**src/rtl/hwt_pkg.sv**
```systemverilog
// Shared types and constants for the HWT cone self-test sequencer.
// The golden function is the reference behaviour of the untampered cone.
package hwt_pkg;

  localparam int unsigned VEC_W   = 4;
  localparam int unsigned NUM_VEC = 16;

  localparam int unsigned IDX_A = 3;
  localparam int unsigned IDX_B = 2;
  localparam int unsigned IDX_C = 1;
  localparam int unsigned IDX_D = 0;

  typedef enum logic [1:0] {
    StIdle,
    StSettle,
    StSample,
    StDone
  } hwt_state_e;

  function automatic logic golden(input logic [VEC_W-1:0] vec);
    return vec[IDX_D] & ((vec[IDX_A] & vec[IDX_B]) | vec[IDX_C]);
  endfunction

endpackage

```
**src/rtl/hwt_golden_ref.sv**
```systemverilog
// Combinational reference model of the fault-free cone: Y = D & ((A & B) | C).
module hwt_golden_ref
  import hwt_pkg::*;
(
  input  logic [VEC_W-1:0] vec_i,
  output logic             exp_o
);

  assign exp_o = golden(vec_i);

endmodule

```
**src/rtl/hwt_scan_sequencer.sv**
```systemverilog
// Sweeps all cone input vectors, compares the sampled cone output against the golden
// function and reports pass/fail, a saturating mismatch count and the first failing vector.
module hwt_scan_sequencer
  import hwt_pkg::*;
#(
  parameter int unsigned SETTLE_CYCLES = 2,
  parameter int unsigned PASSES        = 1,
  parameter int unsigned CNT_W         = 5
) (
  input  logic             clk,
  input  logic             rst_n,
  input  logic             start,
  input  logic             abort,
  input  logic             y_in,
  output logic [VEC_W-1:0] vec_out,
  output logic             busy,
  output logic             done,
  output logic             pass,
  output logic [CNT_W-1:0] mismatch_cnt,
  output logic [VEC_W-1:0] first_fail_vec,
  output logic             first_fail_valid
);

  localparam int unsigned SetW  = (SETTLE_CYCLES > 1) ? $clog2(SETTLE_CYCLES) : 1;
  localparam int unsigned PassW = (PASSES > 1) ? $clog2(PASSES) : 1;

  localparam logic [SetW-1:0]  SettleLast = SetW'(SETTLE_CYCLES - 1);
  localparam logic [PassW-1:0] PassLast   = PassW'(PASSES - 1);
  localparam logic [CNT_W-1:0] CntMax     = '1;
  localparam logic [VEC_W-1:0] VecLast    = '1;

  hwt_state_e       state_q, state_d;
  logic [VEC_W-1:0] vec_q, vec_d;
  logic [SetW-1:0]  settle_q, settle_d;
  logic [PassW-1:0] pass_idx_q, pass_idx_d;
  logic             busy_q, busy_d;
  logic             done_q, done_d;
  logic             pass_q, pass_d;
  logic [CNT_W-1:0] cnt_q, cnt_d;
  logic [VEC_W-1:0] ffv_q, ffv_d;
  logic             ffvalid_q, ffvalid_d;

  logic exp_y;
  logic miscompare;

  hwt_golden_ref u_golden (
    .vec_i (vec_q),
    .exp_o (exp_y)
  );

  assign miscompare = y_in ^ exp_y;

  always_comb begin
    state_d    = state_q;
    vec_d      = vec_q;
    settle_d   = settle_q;
    pass_idx_d = pass_idx_q;
    busy_d     = busy_q;
    done_d     = 1'b0;
    pass_d     = pass_q;
    cnt_d      = cnt_q;
    ffv_d      = ffv_q;
    ffvalid_d  = ffvalid_q;

    unique case (state_q)
      StIdle: begin
        if (start) begin
          state_d    = StSettle;
          vec_d      = '0;
          settle_d   = '0;
          pass_idx_d = '0;
          busy_d     = 1'b1;
          pass_d     = 1'b0;
          cnt_d      = '0;
          ffv_d      = '0;
          ffvalid_d  = 1'b0;
        end
      end

      StSettle: begin
        if (abort) begin
          state_d = StIdle;
          busy_d  = 1'b0;
          pass_d  = 1'b0;
        end else begin
          settle_d = settle_q + 1'b1;
          if (settle_q == SettleLast) begin
            state_d = StSample;
          end
        end
      end

      StSample: begin
        // An abort in the sample cycle drops that cycle's comparison entirely.
        if (abort) begin
          state_d = StIdle;
          busy_d  = 1'b0;
          pass_d  = 1'b0;
        end else begin
          if (miscompare) begin
            if (cnt_q != CntMax) begin
              cnt_d = cnt_q + 1'b1;
            end
            if (!ffvalid_q) begin
              ffv_d     = vec_q;
              ffvalid_d = 1'b1;
            end
          end
          if (vec_q == VecLast && pass_idx_q == PassLast) begin
            state_d = StDone;
            busy_d  = 1'b0;
            done_d  = 1'b1;
            pass_d  = (cnt_d == '0);
          end else begin
            vec_d    = vec_q + 1'b1;
            settle_d = '0;
            state_d  = StSettle;
            if (vec_q == VecLast) begin
              pass_idx_d = pass_idx_q + 1'b1;
            end
          end
        end
      end

      StDone: begin
        state_d = StIdle;
      end

      default: begin
        state_d = StIdle;
      end
    endcase
  end

  always_ff @(posedge clk or negedge rst_n) begin
    if (!rst_n) begin
      state_q    <= StIdle;
      vec_q      <= '0;
      settle_q   <= '0;
      pass_idx_q <= '0;
      busy_q     <= 1'b0;
      done_q     <= 1'b0;
      pass_q     <= 1'b0;
      cnt_q      <= '0;
      ffv_q      <= '0;
      ffvalid_q  <= 1'b0;
    end else begin
      state_q    <= state_d;
      vec_q      <= vec_d;
      settle_q   <= settle_d;
      pass_idx_q <= pass_idx_d;
      busy_q     <= busy_d;
      done_q     <= done_d;
      pass_q     <= pass_d;
      cnt_q      <= cnt_d;
      ffv_q      <= ffv_d;
      ffvalid_q  <= ffvalid_d;
    end
  end

  assign vec_out          = vec_q;
  assign busy             = busy_q;
  assign done             = done_q;
  assign pass             = pass_q;
  assign mismatch_cnt     = cnt_q;
  assign first_fail_vec   = ffv_q;
  assign first_fail_valid = ffvalid_q;

endmodule

```
**config.mk**
```make
export PLATFORM = sky130hd
export DESIGN_NAME = hwt_scan_sequencer
export DESIGN_NICKNAME = d
export VERILOG_FILES = /design/src/rtl/hwt_pkg.sv /design/src/rtl/hwt_golden_ref.sv /design/src/rtl/hwt_scan_sequencer.sv
export SDC_FILE = /design/constraint.sdc
export NUM_CORES = 1
export LEC_CHECK = 0
export BUFFER_PORTS_ARGS = -buffer_cell sky130_fd_sc_hd__buf_4
export CAP_MARGIN = 15
export CORE_UTILIZATION = 23
export CTS_CLUSTER_DIAMETER = 50
export DETAILED_ROUTE_END_ITERATION = 10
export GPL_TIMING_DRIVEN = 1
export HOLD_SLACK_MARGIN = 0.06
export SLEW_MARGIN = 20
export SYNTH_ARGS = -nofsm -noshare
export SYNTH_HDL_FRONTEND = slang
export SYNTH_SLANG_ARGS = --single-unit
export TNS_END_PERCENT = 100
```
**constraint.sdc**
```tcl
create_clock -name clk -period 1.91 [get_ports clk]
set_input_delay 0.2865 -clock clk [delete_from_list [all_inputs] [get_ports clk]]
set_output_delay 0.2865 -clock clk [all_outputs]
set_load 0.01 [all_outputs]
```
# --- After elaboration in Yosys (flattened, before gate mapping) ---
# Index checks and enable logic that the tools add are counted.
totals:
  in_bits: 5
  output_inout_bits: 17
  ff_bits: 21
classes:
  add_sub_neg: 4
  reduce_logical: 13
  bitwise: 5
  mux: 44
  eq_ne: 15
ops:
  columns: ["operator", "n"]
  rows:
  - ["two-way mux 5 bit", 6]
  - ["two-way mux 4 bit", 6]
  - ["two-way mux 1 bit", 18]
  - ["!= test 2 bit (second input constant)", 8]
  - ["one-hot mux 4 bit (2 select lines)", 2]
  - ["AND reduction 5 bit", 3]
  - ["AND reduction 4 bit", 3]
  - ["two-way mux 2 bit", 5]
  - ["one-hot mux 5 bit (2 select lines)", 1]
  - ["one-hot mux 1 bit (3 select lines)", 3]
  - ["one-hot mux 2 bit (4 select lines)", 1]
  - ["!= test 3 bit (second input constant)", 2]
  - ["adder 5 x 1 -> 5 bit (second input constant)", 1]
  - ["logical NOT 5 bit", 1]
  - ["!= test 5 bit (second input constant)", 1]
  - ["adder 4 x 1 -> 4 bit (second input constant)", 1]
  - ["equality test 2 bit (second input constant)", 2]
  - ["equality test 4 bit (second input constant)", 1]
  - ["one-hot mux 1 bit (2 select lines)", 2]
  - ["AND reduction 3 bit", 1]
  - ["nonzero test 3 bit", 1]
  - ["adder 1 bit (second input constant)", 2]
  - ["AND 1 bit", 2]
  - ["equality test 2 x 1 -> 1 bit (second input constant)", 1]
  - ["other kinds (7)", 7]

# --- Longest topological paths before layout ---
logic_depth:
  depth_word: 11
  ltp_mapped: 7
  ltp_nobuf: 7

# --- Hierarchy ---
# From an unflattened synthesis, not the netlist that was laid out.
hier_totals:
  cells_unflattened: 126
  hier_area_um2: 1266.2
by_module_without_submodules:
  columns: ["mod", "seq_area_each_um2", "cells_per_inst", "area_each_um2", "instances"]
  rows:
  - ["hwt_scan_sequencer", 525.5, 124, 1255.0, 1]
  - ["hwt_golden_ref", 0.0, 2, 11.3, 1]

# --- Least setup slack after synthesis ---
# OpenSTA, ideal clock, no wires.
synth_timing:
  path_type: "reg2reg"
  from: "register vec_q[1] (netlist: vec_out[1])"
  to: "register vec_q[3] (netlist: vec_out[3])"
  arrival_ps: 1601
  path_stages_with_launch: 7
  t_required_ps: 1844
  path_slack_ps: 243
  n_path_buf: 0
  cell_sequence: "dfrtp_1 > ha_1 > nand4b_1 > nand2_1 > or4_1 > nand2_1 > a22o_1"
synth_between:
  elab_chain_cells: 4
synth_rtl:
  columns: ["element", "line", "text"]
  rows:
  - ["start: declaration", "hwt_scan_sequencer.sv:33", "logic [VEC_W-1:0] vec_q, vec_d;"]
  - ["start signal: assignment", "hwt_scan_sequencer.sv:149", "vec_q <= vec_d;"]
  - ["adder 4 x 1 -> 4 bit or equality test 4 bit (tied branches)", "hwt_scan_sequencer.sv:115, hwt_scan_sequencer.sv:109", null]
  - ["two-way mux 4 bit or logical AND 1 bit (tied branches)", "hwt_scan_sequencer.sv:109", "if (vec_q == VecLast && pass_idx_q == PassLast) begin"]
  - ["two-way mux 4 bit or != test 2 bit (tied branches)", null, null]
  - ["one-hot mux 4 bit (2 select lines) or AND reduction 4 bit (tied branches)", null, null]
# Several ways; a longest one is shown, not always the timed one. The select of a mux whose other input is x is not followed.
# A chain may end at the register's enable or synchronous reset.

# --- Worst setup path after layout ---
layout_timing:
  from: "register vec_q[1] (netlist: vec_out[1])"
  to: "register ffv_q[0] (netlist: first_fail_vec[0])"
layout_between:
  elab_chain_cells: 5
layout_rtl:
  columns: ["element", "line", "text"]
  rows:
  - ["bitwise OR 1 bit", "hwt_pkg.sv:21", "return vec[IDX_D] & ((vec[IDX_A] & vec[IDX_B]) | vec[IDX_C]);"]
  - ["AND 1 bit", "hwt_pkg.sv:21", null]
  - ["bitwise XOR 1 bit", "hwt_scan_sequencer.sv:51", "assign miscompare = y_in ^ exp_y;"]
  - ["!= test 2 bit (no source line)", null, null]
  - ["AND reduction 5 bit (no source line)", null, null]
  - ["end signal: assignment", "hwt_scan_sequencer.sv:156", "ffv_q <= ffv_d;"]
  - ["end: declaration", "hwt_scan_sequencer.sv:40", "logic [VEC_W-1:0] ffv_q, ffv_d;"]
# No other way between the ends.

==> impl_metrics.tcl <==
set metrics [dict create \
    yosysUniqueCellTypes 34 \
    layout_commonest_cell "buf_4" \
    synth_area_leader_cell "dfrtp_1" \
    critPathMaxFanout 11 \
    tns_ns 0 \
    crit_type "flip-flop to flip-flop" \
    reg2reg_depth 5 \
    grt_pass1_vias 1079 \
    power_density_mw_per_mm2 825 \
    ys_top_cells_by_area "dfrtp_1 (42%), ha_1 (6.0%), a22o_1 (5.6%), nand2_1 (5.4%), o21ai_0 (4.8%)" \
    finalWorstSetupSlack_ns 0.134 \
    hold-worst-slack_ns 0.379 \
    grt_pass1_wl_mm 5.10 \
    totalWireLength_mm 2.94 \
    gr-total-overflow 0 \
    ys_seq_area_frac 0.421 \
    layout_common_cells "buf_4 (33), dfrtp_1 (21), nand2_1 (18), o21ai_0 (12), a21oi_1 (9)" \
    fillers 542 \
    finalSetupViolCount 0 \
    critPathRequiredTime_ns 2.06 \
    worstPathArrival_ns 1.93 \
    synth-seq-cells 21 \
    ioPinCount 22 \
    synthCells 134 \
    crit_family "compound AO/OA/AOI/OAI gates" \
    period_minus_slack_ns 1.78 \
    num_vias 1116 \
    worst_slew_pin_slew_ns 0.547 \
    clkSlewWorstSetupHoldPaths_ns 0.07 \
    synth_simple_gate_area_frac 0.201 \
    rsz0062_at_grt "no" \
    drtIter0Drc 56 \
    cp_slowest_stage_delay_ns 0.45 \
    num_rows 26 \
    fin_crit_sh 0.930 \
    crit_cells 5 \
    netlist_area_mm2 0.00125 \
    leakage_uw 0.000779 \
    holdPathStages 4 \
    slew_headroom 0.635 \
    die_h_um 75.6 \
    max_freq_mhz 563 \
    critPathCaptureType "flip-flop" \
    drt-wirelength-per-cell_um 12.4 \
    cp_num_buf_inv 0 \
    routabilityCongestion 0.797 \
    grt_max_degree 22 \
    clk-insertion-delay-late_ns 0.26 \
    dieArea_mm2 0.00572 \
    timing.critical_path.cells "nand2b_1, o221ai_2, nand2_1, a21o_1, a22o_1" \
    finalHoldViolations 0 \
    fin_nets 180 \
    route.detailed.drc 0 \
    antenna_cells 0 \
    cts-root-buf "clkbuf_8" \
    cts.sinks 21 \
    synth_top_cell_area_share 0.421 \
    antenna_found_initial 0 \
    initial_core_util 0.241 \
    worstHoldPathType "input port to flip-flop" \
    grt_use_total 0.118 \
    drv_cap 0 \
    die_x_um 75.6 \
    place_ws_ns 0.0701 \
    startpoint_type "flip-flop" \
    final_antenna_net_count 0 \
    syn-mean-instance-area_um2 9.31 \
    ys_warn_count 0 \
    drtPass1Iterations 4 \
    outcome "finished, final reports clean" \
    drive_gt1_frac 0.268 \
    synthMuxAreaShare 0.0251 \
    synth_top_family_by_area "compound AO/OA/AOI/OAI gates" \
    synth_xor_area_frac 0 \
    vdd_ir_drop_max_mv 0.402 \
    syn-num-nets 145 \
    synth-adder-area-share 0.0602 \
    slowest_stage "dfrtp_1" \
    htree_levels 1 \
    cts_setup_buffers 0 \
    synthToLayoutAreaGrowth_pct 29.5 \
    hpwl_mm 2.24 \
    fin_skew_ns 0.00177 \
    core_mm2 0.00517 \
    synth_compound_area_frac 0.250 \
    vias_per_cell 4.69 \
    slew_viol_final 0 \
    cts_tree "done" \
    portBuffers 21 \
    cts_buffer_depth 2 \
    cts_buffers 3 \
]
[sequential cells by signal (all words and copies together), names as in the netlist]
register	count
pass	1
pass_idx_q	1
settle_q	1
mismatch_cnt	5
state_q	2
first_fail_vec	4
done	1
first_fail_valid	1
busy	1
vec_out	4
[cells in the mapped netlist]
master and number:
nor2b_1 3, nor2_2 1, o221ai_2 1, nor3_1 1, a32o_1 3, a221oi_1 1
a21oi_1 10, a211o_1 1, buf_6 2, a22o_1 8, o21ai_0 12, a21o_1 2
nand2_1 18, nor3b_1 1, inv_1 6, or4_1 1, mux2i_1 2, clkbuf_1 1
nand2b_1 5, nand4_1 2, and2_4 1, dfrtp_1 21, mux2_2 1, nand4_2 1
a31oi_1 2, buf_2 1, o31a_1 2, a21bo_2 1, nand4b_1 2, o2111ai_1 1
ha_1 6, nor2_1 8, nand3_1 5, o21ai_1 1
[tightest hold or removal path: stages]
cell	delay, ns
buf_4	0.12
nand2_1	0.06
a21oi_1	0.05
nor2_1	0.08
[final cells by class]
type / instances / area [µm²] / share of cell area
Sequential cell: 21 / 526 / 0.325
Tap cell: 70 / 87.6 / 0.0542
Clock buffer: 4 / 45.0 / 0.0279
Multi-Input combinational cell: 103 / 677 / 0.419
Inverter: 6 / 22.5 / 0.0139
Timing Repair Buffer: 34 / 258 / 0.160
[where the power goes]
group	leakage (µW)	total (µW)	internal [µW]	switching, µW
combinational	0.000468	523	231	292
clock	0.0000228	290	149	142
sequential	0.000288	520	486	33.3
[routing by layer]
metal / global-route usage / up-vias / share of wire / wire length, µm
met5: 0 / - / 0 / 0
met4: 0.0185 / 0 / 0.0065 / 19
met3: 0.0384 / 2 / 0.048 / 140
met2: 0.188 / 24 / 0.44 / 1300
met1: 0.160 / 528 / 0.50 / 1480
li1: - / 562 / - / -
[cells by family (layout without fill, tap and decap cells)]
kind of cell / count (synthesis) / after routing
AOI/OAI and AO/OA: 45 / 45
adders and majority gates: 6 / 6
and+or+nand+nor: 49 / 49
DFF: 21 / 21
muxes: 3 / 3
buffers and inverters: 10 / 44
[stage by stage]
step                power, µW  std cells  cell area [µm²]  utilization
floorplan                 849        134             1250            -
global placement         1040        233             1550        0.300
detailed placement       1040        233             1550        0.300
CTS                      1340        238             1610        0.311
global route             1440        238             1620        0.312
finish                   1330        238             1620        0.312
[worst paths after layout]
| kind | start | to | slack (ns) |
|---|---|---|---|
| max in group asynchronous | rst_n | mismatch_cnt[0] | 1.25 |
| max | vec_out[1] | first_fail_vec[0] | 0.13 |
| min in group asynchronous | rst_n | vec_out[2] | 0.44 |
| max reg2reg | vec_out[1] | first_fail_vec[0] | 0.13 |
| min | start | first_fail_valid | 0.38 |
| min reg2reg | first_fail_vec[3] | first_fail_vec[3] | 0.51 |
[repair_timing]
action                                 4_1_cts  5_1_grt
resized for setup                            0        3
hold buffers                                 1        0
endpoints found under the hold margin       21        0
setup endpoints to repair                    0       12
No activity file was read; power rests on OpenSTA's default activity.
